===== src/rtl/vlsu_seq_load.sv =====
// -----------------------------------------------------------------------------
// vlsu_seq_load
//   Sequential load path of the VLSU. Accepts one load request at a time
//   (destination vreg/areg and beat count), consumes AXI R-channel beats and
//   turns each beat into a lockstep VRF write to all lanes. Beats land on
//   consecutive VRF addresses {set, off} starting at the destination
//   register's base set.
//
// Ports
//   clk_i, rst_ni            clock, asynchronous active-low reset
//   req_valid_i/req_ready_o  load request handshake (ready only when idle)
//   req_is_areg_i            destination is an accumulator register
//   req_reg_i                destination register index
//   req_nbeats_i             number of R beats to consume (0 allowed)
//   r_valid_i/r_ready_o      AXI R handshake
//   r_data_i, r_last_i       AXI R payload and RLAST
//   vrf_valid_o/vrf_ready_i  VRF write handshake, shared by all lanes
//   vrf_addr_o               {set, off} write address
//   vrf_data_o               write data; lane l takes slice l*LaneBits
//   done_o                   one-cycle completion pulse
//   err_o                    RLAST mismatch flag, valid with done_o
// -----------------------------------------------------------------------------
module vlsu_seq_load #(
  parameter int NrLanes    = 4,
  parameter int BusBits    = 512,
  parameter int NrBanks    = 4,
  parameter int NrVregs    = 16,
  parameter int NrAregs    = 16,
  parameter int SetPerVreg = 8,
  parameter int SetPerAreg = 16,
  // derived
  parameter int LaneBits     = BusBits / NrLanes,
  parameter int VAddrOffBits = $clog2(NrBanks),
  parameter int AregBaseSet  = NrVregs * SetPerVreg,
  parameter int NrSets       = AregBaseSet + NrAregs * SetPerAreg,
  parameter int VAddrSetBits = $clog2(NrSets),
  parameter int VAddrBits    = VAddrSetBits + VAddrOffBits,
  parameter int LenBits      = $clog2(SetPerAreg * NrBanks + 1),
  parameter int RegBits      = $clog2(NrVregs)
) (
  input  logic                 clk_i,
  input  logic                 rst_ni,
  input  logic                 req_valid_i,
  output logic                 req_ready_o,
  input  logic                 req_is_areg_i,
  input  logic [RegBits-1:0]   req_reg_i,
  input  logic [LenBits-1:0]   req_nbeats_i,
  input  logic                 r_valid_i,
  output logic                 r_ready_o,
  input  logic [BusBits-1:0]   r_data_i,
  input  logic                 r_last_i,
  output logic                 vrf_valid_o,
  input  logic                 vrf_ready_i,
  output logic [VAddrBits-1:0] vrf_addr_o,
  output logic [BusBits-1:0]   vrf_data_o,
  output logic                 done_o,
  output logic                 err_o
);

  typedef enum logic [1:0] {S_IDLE, S_RUN, S_DONE} state_e;

  state_e                r_state;
  state_e                w_state_next;
  logic [VAddrBits-1:0]  r_addr;        // address of the next beat
  logic [LenBits-1:0]    r_remaining;   // beats still expected
  logic                  r_err;
  logic                  r_vrf_valid;
  logic [VAddrBits-1:0]  r_vrf_addr;
  logic [BusBits-1:0]    r_vrf_data;

  logic                    w_req_hs;
  logic                    w_r_ready;
  logic                    w_r_hs;
  logic                    w_vrf_acc;
  logic                    w_last_beat;
  logic                    w_done;
  logic [VAddrSetBits-1:0] w_base_set;
  logic [VAddrBits-1:0]    w_base_addr;

  assign w_base_set = req_is_areg_i
    ? VAddrSetBits'(AregBaseSet) + VAddrSetBits'(req_reg_i) * VAddrSetBits'(SetPerAreg)
    : VAddrSetBits'(req_reg_i) * VAddrSetBits'(SetPerVreg);
  assign w_base_addr = {w_base_set, {VAddrOffBits{1'b0}}};

  // Single-entry output register: a new beat may enter in the same cycle
  // the current one is accepted, so steady flow runs at one beat per cycle.
  assign w_r_ready   = (r_state == S_RUN) && (!r_vrf_valid || vrf_ready_i);
  assign w_req_hs    = req_valid_i && (r_state == S_IDLE);
  assign w_r_hs      = r_valid_i && w_r_ready;
  assign w_vrf_acc   = r_vrf_valid && vrf_ready_i;
  assign w_last_beat = (r_remaining == LenBits'(1));
  assign w_done      = (r_state == S_DONE) && !r_vrf_valid;

  assign req_ready_o = (r_state == S_IDLE);
  assign r_ready_o   = w_r_ready;
  assign vrf_valid_o = r_vrf_valid;
  assign vrf_addr_o  = r_vrf_addr;
  assign done_o      = w_done;
  assign err_o       = w_done && r_err;

  // The write data is broadcast unchanged; each lane owns one slice.
  for (genvar gi = 0; gi < NrLanes; gi++) begin : g_lane
    assign vrf_data_o[gi*LaneBits +: LaneBits] = r_vrf_data[gi*LaneBits +: LaneBits];
  end

  always_comb begin
    w_state_next = r_state;
    case (r_state)
      S_IDLE: begin
        if (w_req_hs) begin
          w_state_next = (req_nbeats_i == '0) ? S_DONE : S_RUN;
        end
      end
      S_RUN: begin
        // Either the expected last beat or an early RLAST ends consumption;
        // DONE then waits for the output register to drain.
        if (w_r_hs && (w_last_beat || r_last_i)) begin
          w_state_next = S_DONE;
        end
      end
      S_DONE: begin
        if (w_done) begin
          w_state_next = S_IDLE;
        end
      end
      default: w_state_next = S_IDLE;
    endcase
  end

  always_ff @(posedge clk_i or negedge rst_ni) begin
    if (!rst_ni) begin
      r_state     <= S_IDLE;
      r_addr      <= '0;
      r_remaining <= '0;
      r_err       <= 1'b0;
      r_vrf_valid <= 1'b0;
      r_vrf_addr  <= '0;
      r_vrf_data  <= '0;
    end else begin
      r_state <= w_state_next;

      if (w_req_hs) begin
        r_addr      <= w_base_addr;
        r_remaining <= req_nbeats_i;
        r_err       <= 1'b0;
      end

      if (w_r_hs) begin
        r_vrf_valid <= 1'b1;
        r_vrf_addr  <= r_addr;
        r_vrf_data  <= r_data_i;
        // Plain increment: the offset wraps and carries into the set field.
        r_addr      <= r_addr + VAddrBits'(1);
        r_remaining <= r_remaining - LenBits'(1);
        if (w_last_beat) begin
          r_err <= r_err | ~r_last_i;
        end else if (r_last_i) begin
          r_err <= 1'b1;
        end
      end else if (w_vrf_acc) begin
        r_vrf_valid <= 1'b0;
      end

      if (w_done) begin
        r_err <= 1'b0;
      end
    end
  end

  // Requests larger than the destination register are illegal.
  a_nbeats_fit : assert property (@(posedge clk_i) disable iff (!rst_ni)
    w_req_hs |-> (req_nbeats_i <= (req_is_areg_i ? LenBits'(SetPerAreg * NrBanks)
                                                 : LenBits'(SetPerVreg * NrBanks))));

endmodule


===== config.mk =====
export PLATFORM = sky130hd
export DESIGN_NAME = vlsu_seq_load
export DESIGN_NICKNAME = d
export VERILOG_FILES = /design/src/rtl/vlsu_seq_load.sv
export SDC_FILE = /design/constraint.sdc
export NUM_CORES = 1
export LEC_CHECK = 0
export CAP_MARGIN = 20
export CORE_AREA = 10 10 408 410
export DETAILED_ROUTE_END_ITERATION = 12
export DIE_AREA = 0 0 418 420
export HOLD_SLACK_MARGIN = 0.03
export PLACE_DENSITY_LB_ADDON = 0.05
export SYNTH_ARGS = -nofsm -noshare
export SYNTH_HDL_FRONTEND = slang
export SYNTH_SLANG_ARGS = --single-unit

===== constraint.sdc =====
create_clock -name clk_i -period 2.7 [get_ports clk_i]
set_clock_uncertainty 0.1 [all_clocks]
set_input_delay 0.54 -clock clk_i [delete_from_list [all_inputs] [get_ports clk_i]]
set_output_delay 0.54 -clock clk_i [all_outputs]
set_load 0.05 [all_outputs]

After elaboration in Yosys (flattened, before gate mapping):

Cells that the tools add are included.

* bitwise gates (word level): 2
* reductions and logical operators: 15
* multiplexer cells: 17
* add/subtract/negate cells: 3
* equal/unequal tests: 6

Operators by type and width (number)
* 11-bit two-way mux: 2
* 7-bit two-way mux: 2
* 11-bit by 1-bit adder with 11-bit output (second input constant): 1
* 8-bit by 8-bit adder with 9-bit output (first input constant): 1
* 9-bit two-way mux: 1
* 2-bit two-way mux: 4
* 7-bit by 1-bit equality test with 1-bit output (second input constant): 1
* 1-bit logical AND: 7
* 7-bit logical NOT: 1
* 1-bit two-way mux: 7
* 7-bit by 1-bit subtractor with 7-bit output (second input constant): 1
* 2-bit one-hot mux with 3 select lines: 1
* 2-bit by 1-bit inequality test with 1-bit output (second input constant): 2
* 2-bit nonzero test: 2
* 3-bit AND reduction: 1
* 2-bit by 1-bit equality test with 1-bit output (second input constant): 1
* 2-bit equality test (second input constant): 1
* 2-bit logical NOT: 1
* 1-bit logical OR: 2
* 2-bit inequality test (second input constant): 1
* 1-bit logical NOT: 1
* 1-bit inverter: 1
* 1-bit bitwise OR: 1

* flip-flop bits (word level): 545
* bits of input ports: 530
* word-level logic and storage cells: 50
* output and inout bits: 528

Depth between registers and ports, before layout:

Gate-level depths: netlist of the first run.

* depth in word-level cells: 7
* mapped depth: 7
* mapped depth without buffers: 6

Worst setup path after synthesis of the first run:

Ideal clock, no wire load.

* path type: reg-to-output
* start: register r_vrf_valid (netlist: vrf_valid_o)
* end: output err_o
* arrival time: 2.476 ns
* required time: 2.060 ns
* stages on the path, launching flop included: 3
* path buffers: 0
* setup slack: -0.416 ns
* path through: dfrtp_1 -> nor3b_1 -> and2_1

* longest elaborated chain between the ends: 3

RTL lines
* start: declaration: line 67 `logic r_vrf_valid;`
* start signal: assignment: line 136 `r_vrf_valid <= 1'b0;`
* start signal: assignment: line 149 `r_vrf_valid <= 1'b1;`
* start signal: assignment: line 161 `r_vrf_valid <= 1'b0;`
* 1-bit logical NOT: line 92 `assign w_done = (r_state == S_DONE) && !r_vrf_valid;`
* 1-bit logical AND: line 92
* via done_o: line 56 `output logic done_o,`
* 1-bit logical AND: line 99 `assign err_o = w_done && r_err;`
* end: declaration: line 57 `output logic err_o`

The timed path passes the listed nets, and every way through them passes these cells.

Final worst setup path of the first run:

* start: register r_vrf_data[227] (netlist: vrf_data_o[227])
* end: output vrf_data_o[227]

RTL lines
* start: declaration: line 69 `logic [BusBits-1:0] r_vrf_data;`
* start signal: assignment: line 151 `r_vrf_data <= r_data_i;`
* end: declaration: line 55 `output logic [BusBits-1:0] vrf_data_o,`

No word-level cell between the ends.

==> flow_summary.ini, run 1 <==
[status]
status = completed

[yosys]
synthTopCellsByArea = dfrtp_1 66%, nand2_1 28%, buf_2 1.7%, clkbuf_1 0.78%, nor2_1 0.23%
synth-edff-count = 0
synth_nets = 2879
async_flop_share_pct = 100
yosysWarningCount = 0
avgSynthCellArea_um2 = 8.85
syn_inst = 2346
synth_seq_cells = 545
synthTopCellsByCount = 1577 x nand2_1, 545 x dfrtp_1, 69 x buf_2
synth_area_um2 = 20800
synth_top_flop_cell = dfrtp_1
yosysTopAreaCellShare_pct = 65.7
yosysTopAreaCell = dfrtp_1
yosysMostFrequentCell = nand2_1
seq_area_frac_synth_pct = 65.7
synth_cell_types = 45

[clocking]
clk_latency_ns = 0.65
cts_post_setup_buffers_inserted = 0
cts_tree = done
root_buffer = clkbuf_16
htreeDepth = 3
cts_buffers = 79
clock_path_buffers = 3
path_clk_slew_ns = 0.05
cts_sinks = 545

[global_route]
grt_max_degree = 69
grt_pass1_vias = 20840
overflow = 0
grt_pass1_wl_um = 170000
grt_antenna_before_repair = 49
gr-usage-all-layers_pct = 13.4

[sta]
fmax_mhz = 381
maxSlewHeadroom_pct = 52.0
worstMarginPinSlew_ns = 0.717
final.setup.tns_ns = 0
finalCriticalPeriod_ns = 2.62
rsz0062_at_grt = false
hold_viol_final = 0
setup_viol = 0
drv_slew = 0
period_share_pct = 97.1

[floorplanning]
core-area_um2 = 158000
ios = 1058
die_width_um = 418
rows = 146
die_h_um = 420
floorplan.initialDensity_pct = 13.2
die_area_um2 = 176000

[final_layout]
drive_above_1_share_pct = 6.17
finish.instance_area_um2 = 37000
nets = 3971
fill_cells = 17320
syn_to_final_growth_pct = 78.0

[setup_path]
r2r-end = vrf_data_o[257]$_DFFE_PN0N_
crit_arrival_ns = 1.98
crit_family = buffers and inverters
startpoint = vrf_data_o[227]$_DFFE_PN0N_
cp_slowest_cell = clkdlybuf4s50_1
cp-start-kind = flop
rrSetupSlack_ns = 0.70
cp_slowest_stage_delay_ns = 0.88
required_ns = 2.06
cp_cell_sequence = clkdlybuf4s50_1
crit_path_end_kind = output pin
path_buf_inv = 1
reg2reg_from = r_state[1]$_DFFE_PN0P_
crit_type = reg -> out
crit_fanout = 2
reg2reg_depth = 7

[placement]
port_buffers = 1057
place.gp.congestion = 0.747
dpl-instance-area_um2 = 34400
dp_hpwl_um = 96900

[pwr]
p_leak_uw = 0.0173
cellPowerDensity_nw_per_um2 = 1480
vdd.ir_drop.worst_mv = 0.515

[drt]
ant_nets = 0
wirelength_um = 124000
firstDrtPassIters = 6
drcViolationCount = 0
vias_per_cell = 3.49
drtIter0Drc = 850
wl_per_cell_um = 22.2
num_vias = 19516

[run]
maxCapViolCount = 0

[hold_path]
hp-class = in -> async
[sequential cells by signal, summed over array words and instances, names as in the netlist]
register / flops
r_remaining: 7
vrf_valid_o: 1
vrf_addr_o: 11
r_err: 1
r_addr: 11
r_state: 2
vrf_data_o: 512
[per-stage QoR]
stage | setup WS [ns] | util (%) | cells | hold WS (ns) | total power, uW
final | 0.0783 | 23.4 | 5593 | 0.256 | 54700
after global routing | 0.0111 | 23.4 | 5587 | 0.248 | 57800
after CTS | 0.00362 | 23.4 | 5573 | 0.202 | 56100
after detailed placement | 0.283 | 21.8 | 5428 | 0.356 | 45300
after global placement | 0.297 | 21.8 | 5428 | 0.357 | 45500
after floorplan | 0.141 | - | 2346 | 0.144 | 32000
[what timing repair did]
item | in CTS | in global routing
hold buffers | 1 | 0
setup endpoints to repair | 2 | 0
hold endpoints to repair | 81 | 0
resized for setup | 2 | 0
[worst reg2reg max path: stages (launching register included)]
cell and delay (ns):
dfrtp_1 0.46, nand2b_1 0.29, nor3_2 0.22, buf_12 0.20
buf_12 0.23, buf_12 0.29, nand2_1 0.09, nand2_1 0.06
[kinds of logic after synthesis]
kind of cell	share of synthesized area (%)
buffers and inverters	2.71
DFF	65.7
muxes	0.0482
AOI/OAI and AO/OA	1.35
adders and majority gates	0.181
and+or+nand+nor	30.0
xor gates and xnor gates	0.0422
[worst max-delay path by stage]
stage | end | slack, ns | cells past startpoint
final | vrf_data_o[227] | 0.08 | 1
after CTS | vrf_data_o[271] | 0.004 | 1
after floorplan | err_o | 0.14 | 2
after global routing | vrf_data_o[271] | 0.01 | 1
after global placement | r_state[1]$_DFFE_PN0P_ | 0.30 | 5
after detailed placement | vrf_data_o[191]$_DFFE_PN0N_ | 0.28 | 8
[cell type report]
cell class	instances	area [um^2]	area share, %
flip-flops and latches	545	13600	36.9
clock buffers	125	2320	6.28
diodes	20	50.0	0.135
well taps	2072	2590	7.01
multi-input cells	1674	6590	17.8
clock inverters	19	151	0.410
inverters	6	22.5	0.0609
repair buffers	1132	11600	31.4
[cell usage in the layout, fill, tap and decap left out, drive strengths merged, types with 2 or more instances in the layout]
master,n
inv,10
a221oi,3
buf,95
nor3,5
a211oi,5
dfrtp,545
clkinv,12
and3,3
clkdlybuf4s50,1034
nand4,3
diode,20
clkbuf,125
clkinvlp,2
nand2,1577
o311ai,2
or4,2
a311oi,4
o21ai,7
nand3,9
nor4,4
nor2b,3
nand2b,3
nor2,13
a21o,2
dlygate4sd2,2
nor3b,4
ha,3
o31ai,2
a21oi,5
[per-layer routing]
| layer | vias to the layer above | GRT usage [%] | routed length [um] |
|---|---|---|---|
| met5 | - | 0 | 230 |
| met3 | 238 | 5.42 | 9890 |
| met4 | 36 | 6.08 | 5510 |
| met2 | 658 | 23.7 | 63400 |
| li1 | 9366 | - | - |
| met1 | 9218 | 13.9 | 45000 |
[report_power, final]
part | leakage (uW) | internal, uW | switching (uW)
combinational | 0.00934 | 9130 | 21100
clock | 0.00121 | 5980 | 4240
sequential | 0.00679 | 12000 | 2180
No activity file was read; power rests on OpenSTA's default activity.
==> run 2, diff against run 1 <==
--- a/config.mk
+++ b/config.mk
@@ -6,9 +6,9 @@
 export NUM_CORES = 1
 export LEC_CHECK = 0
 export CAP_MARGIN = 20
-export CORE_AREA = 10 10 408 410
+export CORE_AREA = 10 10 399 401
 export DETAILED_ROUTE_END_ITERATION = 12
-export DIE_AREA = 0 0 418 420
+export DIE_AREA = 0 0 409 411
 export HOLD_SLACK_MARGIN = 0.03
 export PLACE_DENSITY_LB_ADDON = 0.05
 export SYNTH_ARGS = -nofsm -noshare
==> run 2 against run 1 <==
Fmax is 1.4% higher. Total power is 0.51% higher. Combinational power hardly changed. Hold slack better by 0.042 ns. Global-route usage is 0.76 points higher. Sequential power hardly changed. Via count is 0.15% higher. Flip-flop and latch count stayed put.
==> flow_summary.ini, run 2 (synthesized netlist as in run 1, its figures left out) <==
[status]
status = completed

[floorplanning]
rows = 143
core-area_um2 = 151000
die_h_um = 411
floorplan.initialDensity_pct = 13.7
ios = 1058
die_width_um = 409
die_area_um2 = 168000

[final_layout]
nets = 3981
multiInputGateArea_um2 = 6600
largest_register_ffs = 512
regArea_um2 = 13600
syn_to_final_growth_pct = 78.4
final_cell_mix = 1577 x nand2_1, 1032 x clkdlybuf4s50_1, 545 x dfrtp_1, 84 x clkbuf_16, 63 x buf_4
drive_above_1_share_pct = 6.64
final_common_cell = nand2_1
fill_cells = 16454

[clocking]
root_buffer = clkbuf_16
cts_sinks = 545
path_clk_slew_ns = 0.06
htreeDepth = 3
cts_tree = done
clk_latency_ns = 0.66
clock_path_buffers = 3
cts_buffers = 80

[placement]
dp_hpwl_um = 98200
dp_slack_ns = 0.195
port_buffers = 1057
place.gp.congestion = 0.748

[pwr]
power.total_uw = 55000
vdd.ir_drop.worst_mv = 0.464
cellPowerDensity_nw_per_um2 = 1480
p_leak_uw = 0.0175

[hold_path]
hp-class = in -> reg

[sta]
rsz0062_at_grt = false
final.setup.tns_ns = 0
maxSlewHeadroom_pct = 54.4
finalCriticalPeriod_ns = 2.58
finalWorstSetupSlack_ns = 0.115
period_share_pct = 95.7
setup_viol = 0
hold_viol_final = 0
fmax_mhz = 387
worstMarginPinSlew_ns = 0.681
drv_slew = 0

[setup_path]
cp_slowest_cell = clkdlybuf4s50_1
crit_arrival_ns = 1.94
crit_type = reg -> out
crit_family = buffers and inverters
cp_cell_sequence = clkdlybuf4s50_1
cp-start-kind = flop
crit_path_end_kind = output pin
required_ns = 2.06
cp_slowest_stage_delay_ns = 0.93
path_buf_inv = 1
crit_fanout = 2

[drt]
drtIter0Drc = 815
vias_per_cell = 3.52
wl_per_cell_um = 22.4
num_vias = 19545
firstDrtPassIters = 4
drcViolationCount = 0
ant_nets = 0
wirelength_um = 124000

[global_route]
grt_pass1_wl_um = 171000
gr-usage-all-layers_pct = 14.2
grt_max_degree = 75
overflow = 0
grt_pass1_vias = 20681
grt_antenna_before_repair = 59

[run]
maxCapViolCount = 0
## run 2: cell count changes in the layout (fill, tap and decap cells not counted), sizes merged
cell | previous run | this run
bufinv | 1 | 0
clkinvlp | 2 | 1
clkdlybuf4s50 | 1034 | 1032
dlygate4sd2 | 2 | 7
clkbuf | 125 | 124
clkinv | 12 | 18
inv | 10 | 7
buf | 95 | 101
diode | 20 | 16
## run 2: layout make-up
cell class | instances | share of cell area [%]
repair buffers | 1141 | 31.4
clock inverters | 20 | 0.415
flip-flops and latches | 545 | 36.8
clock buffers | 124 | 6.59
multi-input cells | 1674 | 17.8
inverters | 6 | 0.0608
diodes | 16 | 0.108
well taps | 2030 | 6.85
## run 2: worst paths after layout
path | startpoint | to | slack [ns] | cells past startpoint
worst max-delay path | vrf_data_o[303]$_DFFE_PN0N_ | vrf_data_o[303] | 0.12 | 1
worst min-delay path | r_data_i[173] | vrf_data_o[173]$_DFFE_PN0N_ | 0.30 | 3
worst max register to register | r_state[1]$_DFFE_PN0P_ | vrf_data_o[95]$_DFFE_PN0N_ | 0.60 | 6
worst min register to register | vrf_data_o[328]$_DFFE_PN0N_ | vrf_data_o[328]$_DFFE_PN0N_ | 0.37 | 2
max in group asynchronous | rst_ni | vrf_data_o[204]$_DFFE_PN0N_ | 1.22 | 3
min in group asynchronous | rst_ni | vrf_data_o[78]$_DFFE_PN0N_ | 0.35 | 2
## run 2: per-stage QoR
step / cells / hold slack (ns) / util, % / instance area [um^2]
final: 5556 / 0.298 / 24.5 / 37100
after global routing: 5548 / 0.247 / 24.5 / 37000
after CTS: 5540 / 0.202 / 24.5 / 37000
after detailed placement: 5395 / 0.361 / 22.8 / 34400
after global placement: 5395 / 0.358 / 22.8 / 34400
after floorplan: 2346 / 0.144 / - / 20800
## run 2: what timing repair did
item | in CTS | in global routing
hold endpoints to repair | 66 | 0
gates resized for setup | 10 | 1
hold buffers | 1 | 0
endpoints found under the setup margin | 8 | 1
setup buffers | 0 | 0
## run 2: power breakdown
group / total [uW] / leakage, uW / internal, uW / switching (uW)
Clock: 10500 / 0.00129 / 6220 / 4240
Sequential: 14100 / 0.00679 / 12000 / 2130
Combinational: 30400 / 0.00937 / 9140 / 21200
Total: 55000 / 0.0175 / 27400 / 27600
## run 2: routing by layer
layer / track usage (%) / vias up / wire length [um]
met5: 0 / - / 418
met4: 4.71 / 66 / 3090
met3: 7.46 / 207 / 13800
met2: 24.1 / 696 / 61000
met1: 15.1 / 9179 / 46100
li1: - / 9397 / -
